<file path="config.mk">
export PLATFORM = sky130hd
export DESIGN_NAME = multicycle_controller
export DESIGN_NICKNAME = d
export VERILOG_FILES = /design/src/rtl/multicycle_controller.sv
export SDC_FILE = /design/constraint.sdc
export NUM_CORES = 1
export LEC_CHECK = 0
export ABC_AREA = 0
export CORE_UTILIZATION = 40
export CTS_CLUSTER_SIZE = 8
export DETAILED_ROUTE_END_ITERATION = 10
export GPL_TIMING_DRIVEN = 0
export PLACE_DENSITY_LB_ADDON = 0.15
export SLEW_MARGIN = 20
export SYNTH_ARGS = -nofsm -noshare
export SYNTH_HDL_FRONTEND = slang
export SYNTH_SLANG_ARGS = --single-unit
</file>
<file path="constraint.sdc">
create_clock -name clk_i -period 2.17 [get_ports clk_i]
set_input_delay 0.217 -clock clk_i [delete_from_list [all_inputs] [get_ports clk_i]]
set_output_delay 0.217 -clock clk_i [all_outputs]
set_load 0.1 [all_outputs]
</file>
<file path="src/rtl/multicycle_controller.sv">
// Main control FSM for the multi-cycle RV32I-subset core: sequences fetch, decode,
// execute, memory and writeback steps and drives the ALU-control decoder.
module multicycle_controller (
    input  logic       clk_i,
    input  logic       rst_ni,
    input  logic [6:0] op_i,
    input  logic [2:0] funct3_i,
    input  logic       funct7b5_i,
    input  logic       zero_i,
    input  logic       mem_ready_i,
    output logic       pc_write_o,
    output logic       adr_src_o,
    output logic       mem_write_o,
    output logic       ir_write_o,
    output logic [1:0] result_src_o,
    output logic [1:0] alu_src_a_o,
    output logic [1:0] alu_src_b_o,
    output logic [1:0] imm_src_o,
    output logic       reg_write_o,
    output logic [3:0] alu_control_o,
    output logic       retire_o,
    output logic       illegal_o
);

    typedef enum logic [3:0] {
        S_FETCH    = 4'd0,
        S_DECODE   = 4'd1,
        S_MEMADR   = 4'd2,
        S_MEMREAD  = 4'd3,
        S_MEMWB    = 4'd4,
        S_MEMWRITE = 4'd5,
        S_EXECR    = 4'd6,
        S_EXECI    = 4'd7,
        S_JAL      = 4'd8,
        S_ALUWB    = 4'd9,
        S_BEQ      = 4'd10,
        S_TRAP     = 4'd11
    } state_t;

    localparam logic [6:0] OP_LW   = 7'b0000011;
    localparam logic [6:0] OP_SW   = 7'b0100011;
    localparam logic [6:0] OP_R    = 7'b0110011;
    localparam logic [6:0] OP_I    = 7'b0010011;
    localparam logic [6:0] OP_JAL  = 7'b1101111;
    localparam logic [6:0] OP_BEQ  = 7'b1100011;

    localparam logic [3:0] ALU_ADD = 4'b0010;
    localparam logic [3:0] ALU_SUB = 4'b0110;
    localparam logic [3:0] ALU_AND = 4'b0000;
    localparam logic [3:0] ALU_OR  = 4'b0001;
    localparam logic [3:0] ALU_SLT = 4'b0111;

    state_t     state_q, state_d;
    logic       illegal_q, illegal_d;
    logic [1:0] alu_op;
    logic       force_f7_zero;
    logic       f7b5_eff;
    logic       pc_write_raw, ir_write_raw, mem_write_raw, reg_write_raw, retire_raw;

    always_ff @(posedge clk_i) begin
        if (!rst_ni) begin
            state_q   <= S_FETCH;
            illegal_q <= 1'b0;
        end else begin
            state_q   <= state_d;
            illegal_q <= illegal_d;
        end
    end

    always_comb begin
        state_d = state_q;
        case (state_q)
            S_FETCH:    if (mem_ready_i) state_d = S_DECODE;
            S_DECODE: begin
                case (op_i)
                    OP_LW, OP_SW: state_d = S_MEMADR;
                    OP_R:         state_d = S_EXECR;
                    OP_I:         state_d = S_EXECI;
                    OP_JAL:       state_d = S_JAL;
                    OP_BEQ:       state_d = S_BEQ;
                    default:      state_d = S_TRAP;
                endcase
            end
            S_MEMADR:   state_d = (op_i == OP_SW) ? S_MEMWRITE : S_MEMREAD;
            S_MEMREAD:  if (mem_ready_i) state_d = S_MEMWB;
            S_MEMWB:    state_d = S_FETCH;
            S_MEMWRITE: if (mem_ready_i) state_d = S_FETCH;
            S_EXECR:    state_d = S_ALUWB;
            S_EXECI:    state_d = S_ALUWB;
            S_JAL:      state_d = S_ALUWB;
            S_ALUWB:    state_d = S_FETCH;
            S_BEQ:      state_d = S_FETCH;
            S_TRAP:     state_d = S_TRAP;
            // A corrupted state encoding is treated as a trap rather than silently resumed.
            default:    state_d = S_TRAP;
        endcase
    end

    assign illegal_d = illegal_q | (state_d == S_TRAP);

    always_comb begin
        pc_write_raw  = 1'b0;
        ir_write_raw  = 1'b0;
        mem_write_raw = 1'b0;
        reg_write_raw = 1'b0;
        retire_raw    = 1'b0;
        adr_src_o     = 1'b0;
        result_src_o  = 2'b00;
        alu_src_a_o   = 2'b00;
        alu_src_b_o   = 2'b00;
        alu_op        = 2'b00;
        force_f7_zero = 1'b0;
        case (state_q)
            S_FETCH: begin
                alu_src_b_o  = 2'b10;
                result_src_o = 2'b10;
                ir_write_raw = mem_ready_i;
                pc_write_raw = mem_ready_i;
            end
            S_DECODE: begin
                alu_src_a_o = 2'b01;
                alu_src_b_o = 2'b01;
            end
            S_MEMADR: begin
                alu_src_a_o = 2'b10;
                alu_src_b_o = 2'b01;
            end
            S_MEMREAD:  adr_src_o = 1'b1;
            S_MEMWB: begin
                result_src_o  = 2'b01;
                reg_write_raw = 1'b1;
                retire_raw    = 1'b1;
            end
            S_MEMWRITE: begin
                adr_src_o     = 1'b1;
                mem_write_raw = 1'b1;
                retire_raw    = mem_ready_i;
            end
            S_EXECR: begin
                alu_src_a_o = 2'b10;
                alu_op      = 2'b10;
            end
            S_EXECI: begin
                alu_src_a_o   = 2'b10;
                alu_src_b_o   = 2'b01;
                alu_op        = 2'b10;
                force_f7_zero = 1'b1;
            end
            S_JAL: begin
                alu_src_a_o  = 2'b01;
                alu_src_b_o  = 2'b10;
                pc_write_raw = 1'b1;
            end
            S_ALUWB: begin
                reg_write_raw = 1'b1;
                retire_raw    = 1'b1;
            end
            S_BEQ: begin
                alu_src_a_o  = 2'b10;
                alu_op       = 2'b01;
                pc_write_raw = zero_i;
                retire_raw   = 1'b1;
            end
            default: ;
        endcase
    end

    // Bit 30 of an I-type word is immediate data, so it must not select SUB.
    always_comb begin
        f7b5_eff = funct7b5_i & ~force_f7_zero;
        case (alu_op)
            2'b00: alu_control_o = ALU_ADD;
            2'b01: alu_control_o = ALU_SUB;
            2'b10: begin
                case (funct3_i)
                    3'b000:  alu_control_o = f7b5_eff ? ALU_SUB : ALU_ADD;
                    3'b010:  alu_control_o = ALU_SLT;
                    3'b110:  alu_control_o = ALU_OR;
                    3'b111:  alu_control_o = ALU_AND;
                    default: alu_control_o = ALU_ADD;
                endcase
            end
            default: alu_control_o = ALU_ADD;
        endcase
    end

    always_comb begin
        case (op_i)
            OP_SW:   imm_src_o = 2'b01;
            OP_BEQ:  imm_src_o = 2'b10;
            OP_JAL:  imm_src_o = 2'b11;
            default: imm_src_o = 2'b00;
        endcase
    end

    assign pc_write_o  = pc_write_raw  & rst_ni;
    assign ir_write_o  = ir_write_raw  & rst_ni;
    assign mem_write_o = mem_write_raw & rst_ni;
    assign reg_write_o = reg_write_raw & rst_ni;
    assign retire_o    = retire_raw    & rst_ni;
    assign illegal_o   = illegal_q;

endmodule

</file>
## Word-level counts from Yosys, hierarchy flattened

Cells that the tools add are included.

- $add $sub $neg: 0
- Multiply operators: 0
- Div/mod/pow operators: 0
- $lt $le $gt $ge: 0
- Eq/ne operators: 22
- Shift operators: 0
- Multiplexer cells: 21
- Bitwise logic cells: 8
- Reduce and logical (&&, ||, !) cells: 12

Operator list:

| kind | number |
|---|---|
| $pmux W4 S7 | 1 |
| $pmux W4 S5 | 1 |
| $eq A4 B3 Y1 const B | 4 |
| $eq A4 B4 Y1 const B | 4 |
| $pmux W2 S2 | 4 |
| $eq A7 B6 Y1 const B | 2 |
| $eq A7 B7 Y1 const B | 2 |
| $mux W4 | 3 |
| $pmux W3 S4 | 1 |
| $reduce_or A2 Y1 | 6 |
| $reduce_or A3 Y1 | 3 |
| $eq A4 B2 Y1 const B | 2 |
| $eq A7 B2 Y1 const B | 1 |
| $eq A7 B5 Y1 const B | 1 |
| $and A1 B1 Y1 | 6 |
| $eq A3 B3 Y1 const B | 2 |
| $mux W3 | 2 |
| $pmux W2 S3 | 1 |
| $pmux W3 S2 | 1 |
| $mux W1 | 5 |
| $eq A4 B1 Y1 const B | 1 |
| $logic_not A4 Y1 | 1 |
| $reduce_or A4 Y1 | 1 |
| $eq A3 B2 Y1 const B | 1 |
| 7 further kinds | 7 |

- Register bits after elaboration: 5
- Bits in latches: 0
- Bits in writable memories: 0
- Memory bits (read-only): 0
- Output and inout port bits: 19
- Memories: 0

## Depth between registers and ports, before layout

Gate-level depths: netlist (run 1).

- Word-level depth: 7
- Gate-level depth with buffers: 7
- Depth with buffers taken out: 6

## Least setup slack after synthesis (run 1)

No wires, ideal clock.

- Path kind: reg-to-output
- Start point: reg state_q[1]
- End point: out ir_write_o
- Arrival time: 4.684 ns
- Data required time: 1.953 ns
- Path slack: -2.731 ns
- Stages on the path, launching flop included: 5
- Cell sequence: dfxtp_1 > buf_2 > clkbuf_1 > nor4_1 > and3_1

- Cells in the longest elaborated chain, start to end: 3

Ends and longest elaborated chain:

| what | line | RTL |
|---|---|---|
| start, declared | 53 | `state_t state_q, state_d;` |
| start signal, assigned | 65 | `state_q <= state_d;` |
| $logic_not A4 Y1 | 113 | `case (state_q)` |
| $mux W1 | 113 |  |
| $and A1 B1 Y1 | 197 | `assign ir_write_o = ir_write_raw & rst_ni;` |
| end, declared | 14 | `output logic ir_write_o,` |

Every way passes these cells.

## Worst setup path after layout (run 1)

- Start point: reg state_q[2]
- End point: out alu_control_o[2]

- Cells in the longest elaborated chain, start to end: 7
- Elaborated cells on any way between the ends: 13
- Those cells by class: eq/ne: 5; mux: 5; bitwise: 2; reduce/logical: 1

Ends and longest elaborated chain:

| what | line | RTL |
|---|---|---|
| $eq A4 B3 Y1 | 113 |  |
| $mux W1 | 113 |  |
| $not A1 Y1 | 170 | `f7b5_eff = funct7b5_i & ~force_f7_zero;` |
| $and A1 B1 Y1 | 170 |  |
| $mux W3 | 176 | `3'b000: alu_control_o = f7b5_eff ? ALU_SUB : ALU_ADD;` |
| $pmux W3 S4 | 175 | `case (funct3_i)` |
| $pmux W3 S2 (*) | 171 | `case (alu_op)` |
| end, declared | 20 | `output logic [3:0] alu_control_o,` |

Every way passes the cells marked *; elsewhere a longest branch is shown, timed or not.

==> flow_metrics.py, run 1 <==
metrics = {
    "outcome": {
        "status": "finished, violations left",
        "violations": "negative setup slack",
    },
    "logic_synthesis": {
        "ys_warn_count": 0,
        "synth.yosys.seq_area_share": 0.138,
        "synth_nets": 119,
        "ys_seq_elements": 5,
        "ys_types": 44,
        "synth_ff_type": "dfxtp_1",
        "syn_area_sq_um": 726,
        "syn_inst": 102,
        "async_reset_ff_frac": 0,
        "synth_edf_count": 0,
        "synth_area_per_cell_sq_um": 7.11,
    },
    "die": {
        "num_io_pins": 34,
        "start_util": 0.425,
        "fp-row-count": 15,
        "core_sq_mm": 0.00171,
        "die_y_microns": 44.6,
        "dieWidth_microns": 44.6,
        "die_area_sq_mm": 0.00199,
    },
    "pwr": {
        "switching_share": 0.636,
        "p_seq_frac": 0.094,
        "p_per_area_mw_per_mm2": 1460,
        "combinationalPowerShare": 0.846,
        "ir_worst_vdd_v": 0.00100,
        "switching_power_mw": 1.21,
        "p_leak_nw": 0.546,
        "p_clk_frac": 0.060,
        "p_int_uw": 694,
    },
    "setup_path": {
        "cpPeakStageDelay_ns": 0.47,
        "critPathMaxFanout": 6,
        "cp-start-kind": "flip-flop",
        "crit_family": "simple AND/OR/NAND/NOR gates",
        "worst_ep_required_time_ns": 1.95,
        "critical_path_buf_inv_count": 2,
        "cp_cell_sequence": "buf_6 -> nor2b_4 -> and2_4 -> ha_4 -> or4b_4 -> a21oi_4 -> buf_12",
        "cp_slowest_cell": "or4b_4",
        "cp-end-kind": "output port",
        "r2r_start": "state_q[1]",
        "critPathLaunch": "state_q[2]",
        "worstSetupPathType": "reg2out",
        "cp.arrival_ns": 1.97,
    },
    "route": {
        "wl_per_cell_microns": 12.4,
        "drtAntennaViolNets": 0,
        "vias": 911,
        "finalWirelength_microns": 2140,
        "first_pass_iters": 4,
        "via_per_inst": 5.30,
        "drc": 0,
        "drtIter0Drc": 17,
    },
    "placement": {
        "dp_hpwl_microns": 1550,
        "gp_congestion": 0.763,
        "place_area_sq_mm": 0.00120,
        "dp_slack_ns": -0.754,
        "io_buffers": 32,
    },
    "sta": {
        "fmax_mhz": 457,
        "skew_ns": 0.00642,
        "fin_crit_sh": 1.01,
        "worst_pin_slew_ns": 0.963,
        "finalHoldViolCount": 0,
        "fin_ws_ns": -0.0184,
        "rsz0062_at_grt": "yes",
        "min_period_ns": 2.19,
        "maxSlewViolCount": 0,
        "relSlewSlack": 0.356,
        "setup_viol_count_final": 1,
    },
    "layout": {
        "syn_to_final_growth_pct": 79.3,
        "antenna_cells": 0,
        "design_area_sq_mm": 0.00130,
        "nets": 165,
        "drive_above_1_share": 0.401,
    },
    "clock_tree": {
        "hold_buffers": 0,
        "clk_path_buf_depth": 2,
        "path_clk_slew_ns": 0.05,
        "insertion_delay_ns": 0.25,
        "htree_levels": 1,
        "cts_buffers": 3,
        "cts_tree": "yes",
        "cts_root_buf": "clkbuf_4",
        "clock_sinks": 5,
    },
    "min_path": {
        "holdCritStartpoint": "illegal_o",
        "hp-class": "reg2reg",
    },
    "global_routing": {
        "antenna_found_initial": 0,
        "grt_pass1_vias": 783,
        "grt_overflow_total": 0,
        "grtUsageTotal": 0.222,
        "grt_max_degree": 11,
        "grt_pass1_wl_microns": 3310,
    },
    "flow_run": {
        "cap_violations": 0,
    },
}
[layout make-up]
class                   count  area [sq um]
plain buffers               7          72.6
clock buffers               4          26.3
fillers                   126           407
inverters                   6          22.5
multi-input cells          84           658
flip-flops and latches      5           104
well taps                  25          31.3
repair buffers             41           387
[registers in the layout (all words and copies together) (netlist names)]
register	flops
state_q	4
illegal_o	1
[cells in the mapped netlist (2+ instances only)]
| cell | instances | share of area |
|---|---|---|
| nor3_1 | 2 | 0.014 |
| xnor2_1 | 2 | 0.024 |
| nor2b_1 | 5 | 0.043 |
| and3_1 | 5 | 0.043 |
| nor2_1 | 10 | 0.052 |
| mux2_2 | 2 | 0.031 |
| nand2_1 | 7 | 0.036 |
| a21oi_1 | 8 | 0.055 |
| and2b_1 | 2 | 0.021 |
| and2_1 | 4 | 0.034 |
| dfxtp_1 | 5 | 0.14 |
| inv_1 | 6 | 0.031 |
| nand3_1 | 4 | 0.028 |
| o21a_1 | 2 | 0.021 |
| o21ai_0 | 2 | 0.014 |
| o22ai_1 | 2 | 0.017 |
| buf_2 | 5 | 0.034 |
| ha_1 | 2 | 0.034 |
| nand2b_1 | 2 | 0.017 |
[cells by family (layout without fill, tap and decap cells)]
| group | after synthesis | count (layout) | synth area share |
|---|---|---|---|
| adders and majority gates | 2 | 2 | 0.0345 |
| DFF | 5 | 5 | 0.138 |
| xor gates and xnor gates | 2 | 2 | 0.0241 |
| and+or+nand+nor | 51 | 51 | 0.431 |
| AOI/OAI and AO/OA | 25 | 25 | 0.241 |
| other | 1 | 1 | 0.00517 |
| buffers and inverters | 13 | 58 | 0.0810 |
| muxes | 3 | 3 | 0.0448 |
[power groups by stage]
stage,Clock [mW],Combinational [mW],Sequential [mW]
finish,0.114,1.61,0.180
global route,0.121,1.69,0.188
CTS,0.115,1.55,0.177
detailed placement,0,1.59,0.178
global placement,0,1.57,0.176
floorplan,0,1.23,0.235
[worst paths after layout]
path,cells after the start,endpoint,slack [ns]
setup reg to reg,7,illegal_o,0.54
hold / removal,2,illegal_o,0.47
hold reg to reg,2,illegal_o,0.47
setup / recovery,7,alu_control_o[2],-0.02
[per-layer routing]
metal,GRT usage,up-vias,part of all wire
met3,0.0449,8,0.037
met2,0.368,30,0.52
met5,0,-,0
met1,0.263,423,0.41
met4,0.127,0,0.032
li1,-,450,-
[cell usage in the layout (no fill, tap or decap), drive strengths merged, types with 2 or more instances in the layout]
cell | netlist | layout
and2 | 4 | 4
a211oi | 2 | 2
o21a | 2 | 2
nor4b | 2 | 2
nand2b | 3 | 3
ha | 2 | 2
o21ai | 3 | 3
dfxtp | 5 | 5
clkbuf | 1 | 5
nand3 | 4 | 4
buf | 6 | 22
and3 | 5 | 5
mux2 | 2 | 2
clkdlybuf4s50 | 0 | 15
inv | 6 | 6
xnor2 | 2 | 2
clkdlybuf4s15 | 0 | 8
dlygate4sd2 | 0 | 2
nor3 | 3 | 3
and2b | 2 | 2
nand2 | 8 | 8
o22ai | 2 | 2
nor2 | 10 | 10
nor2b | 6 | 6
a21oi | 8 | 8
[worst reg2reg max path: stages (launching register included)]
cell and delay, ns:
dfxtp_1 0.30, buf_6 0.12, buf_4 0.13, and2b_1 0.24, nand2_2 0.11, nor4b_2 0.32
a211oi_2 0.10, o31ai_2 0.24
[per-stage QoR]
stage | utilization | TNS (ns) | instances | hold WS [ns] | power (mW)
after floorplan | - | -1.43 | 102 | 0.335 | 1.47
after global placement | 0.703 | -4.95 | 159 | 0.455 | 1.75
after detailed placement | 0.703 | -5.27 | 159 | 0.458 | 1.76
after CTS | 0.722 | -0.0572 | 163 | 0.475 | 1.85
after global routing | 0.762 | -0.0962 | 172 | 0.522 | 2.00
final | 0.762 | -0.0184 | 172 | 0.470 | 1.91
[timing repair]
item	CTS	global route
buffers inserted	0	9
endpoints found under the setup margin	17	8
gates resized for setup	69	5
pin swaps	1	2
No activity file was read; power rests on OpenSTA's default activity.
==> run 2: changes to the inputs <==
Settings changed: CORE_MARGIN from default to 3.
==> flow_metrics.py, run 2 (same netlist as run 1, synthesis figures left out) <==
metrics = {
    "outcome": {
        "status": "finished, violations left",
        "violations": "negative setup slack",
    },
    "global_routing": {
        "antenna_found_initial": 0,
        "grtUsageTotal": 0.171,
        "grt_overflow_total": 0,
        "grt_pass1_wl_microns": 3390,
        "grt_max_degree": 11,
        "grt_pass1_vias": 742,
    },
    "sta": {
        "setup_viol_count_final": 1,
        "skew_ns": 0.00294,
        "min_period_ns": 2.20,
        "fin_crit_sh": 1.01,
        "timing.hold.ws_ns": 0.465,
        "fin_ws_ns": -0.0256,
        "relSlewSlack": 0.356,
        "maxSlewViolCount": 0,
        "fmax_mhz": 455,
        "fin_setup_tns_ns": -0.0256,
        "finalHoldViolCount": 0,
        "rsz0062_at_grt": "yes",
        "worst_pin_slew_ns": 0.963,
    },
    "route": {
        "vias": 859,
        "finalWirelength_microns": 2080,
        "via_per_inst": 5.14,
        "drtAntennaViolNets": 0,
        "wl_per_cell_microns": 12.4,
        "first_pass_iters": 4,
        "drc": 0,
        "drtIter0Drc": 23,
    },
    "pwr": {
        "finalPower_mw": 1.88,
        "p_per_area_mw_per_mm2": 1480,
        "ir_worst_vdd_v": 0.00131,
        "p_leak_nw": 0.530,
    },
    "setup_path": {
        "cp.arrival_ns": 1.98,
        "critPathMaxFanout": 6,
        "cp-end-kind": "output port",
        "worst_ep_required_time_ns": 1.95,
        "cpPeakStageDelay_ns": 0.47,
        "cp_cell_sequence": "buf_6 -> nor2b_4 -> and2_4 -> ha_4 -> or4b_4 -> a21oi_4 -> buf_12",
        "cp_slowest_cell": "or4b_4",
        "worstSetupPathType": "reg2out",
        "crit_family": "simple AND/OR/NAND/NOR gates",
        "cp-start-kind": "flip-flop",
        "critical_path_buf_inv_count": 2,
    },
    "clock_tree": {
        "cts_root_buf": "clkbuf_4",
        "clock_sinks": 5,
        "clk_path_buf_depth": 2,
        "insertion_delay_ns": 0.24,
        "path_clk_slew_ns": 0.04,
        "cts_tree": "yes",
        "hold_buffers": 0,
        "htree_levels": 1,
        "cts_buffers": 3,
    },
    "layout": {
        "stdcell_count": 167,
        "syn_to_final_growth_pct": 75.3,
        "drive_above_1_share": 0.378,
        "final.fill_count": 123,
        "layout_commonest_cell": "clkdlybuf4s50_1",
        "post-route-util": 0.790,
        "largest_reg_flops": 4,
        "final_cell_mix": "clkdlybuf4s50_1, nor2_1, buf_4, a21oi_1, nand2_1",
        "antenna_cells": 0,
        "top_register": "state_q",
        "design_area_sq_mm": 0.00127,
        "nets": 161,
    },
    "flow_run": {
        "cap_violations": 0,
    },
    "min_path": {
        "hp-class": "reg2reg",
    },
    "die": {
        "dieWidth_microns": 48.6,
        "die_y_microns": 48.6,
        "core_sq_mm": 0.00161,
        "die_area_sq_mm": 0.00236,
        "num_io_pins": 34,
        "start_util": 0.450,
        "fp-row-count": 14,
    },
    "placement": {
        "dp_slack_ns": -0.772,
        "dp_hpwl_microns": 1580,
        "io_buffers": 32,
        "gp_congestion": 0.788,
        "place_area_sq_mm": 0.00120,
        "dp.cells": 158,
    },
}
run 2: layout make-up:
type	count	area, sq um	share of cell area
buffer	7	72.6	0.0570
inverter	6	22.5	0.0177
multi-input combinational	84	658	0.517
sequential	5	104	0.0816
tap	24	30.0	0.0236
timing repair buffer	37	359	0.282
clock buffer	4	26.3	0.0206
run 2: repair_timing:
item | CTS | global route
resized for setup | 68 | 7
buffers inserted | 0 | 5
setup endpoints to repair | 17 | 5
pin swaps | 1 | 2
run 2: path summary, 6_finish.rpt:
path,from,endpoint,cells past startpoint,slack [ns]
hold / removal,illegal_o,illegal_o,2,0.46
hold reg to reg,illegal_o,illegal_o,2,0.46
setup reg to reg,state_q[2],illegal_o,7,0.59
setup / recovery,state_q[2],alu_control_o[2],7,-0.03
run 2: routing by layer:
metal / GRT usage / part of all wire / wire length (microns)
met3: 0.0552 / 0.058 / 121
met5: 0 / 0 / 0
met4: 0.0142 / 0 / 0
met1: 0.214 / 0.46 / 959
met2: 0.296 / 0.48 / 995
run 2: worst reg2reg max path, delay by kind of cell (launching register included):
family / cells / cell delay [ns]
AO/OA/AOI/OAI: 2 / 0.34
buffers and inverters: 2 / 0.25
flip-flops: 1 / 0.31
AND/OR/NAND/NOR: 3 / 0.61
run 2: where the power goes:
group / leakage, nW / total, mW / internal (mW) / switching (mW)
Clock: 0.0150 / 0.104 / 0.0693 / 0.0347
Sequential: 0.0423 / 0.180 / 0.132 / 0.0482
Combinational: 0.473 / 1.60 / 0.487 / 1.11
Total: 0.530 / 1.88 / 0.689 / 1.20
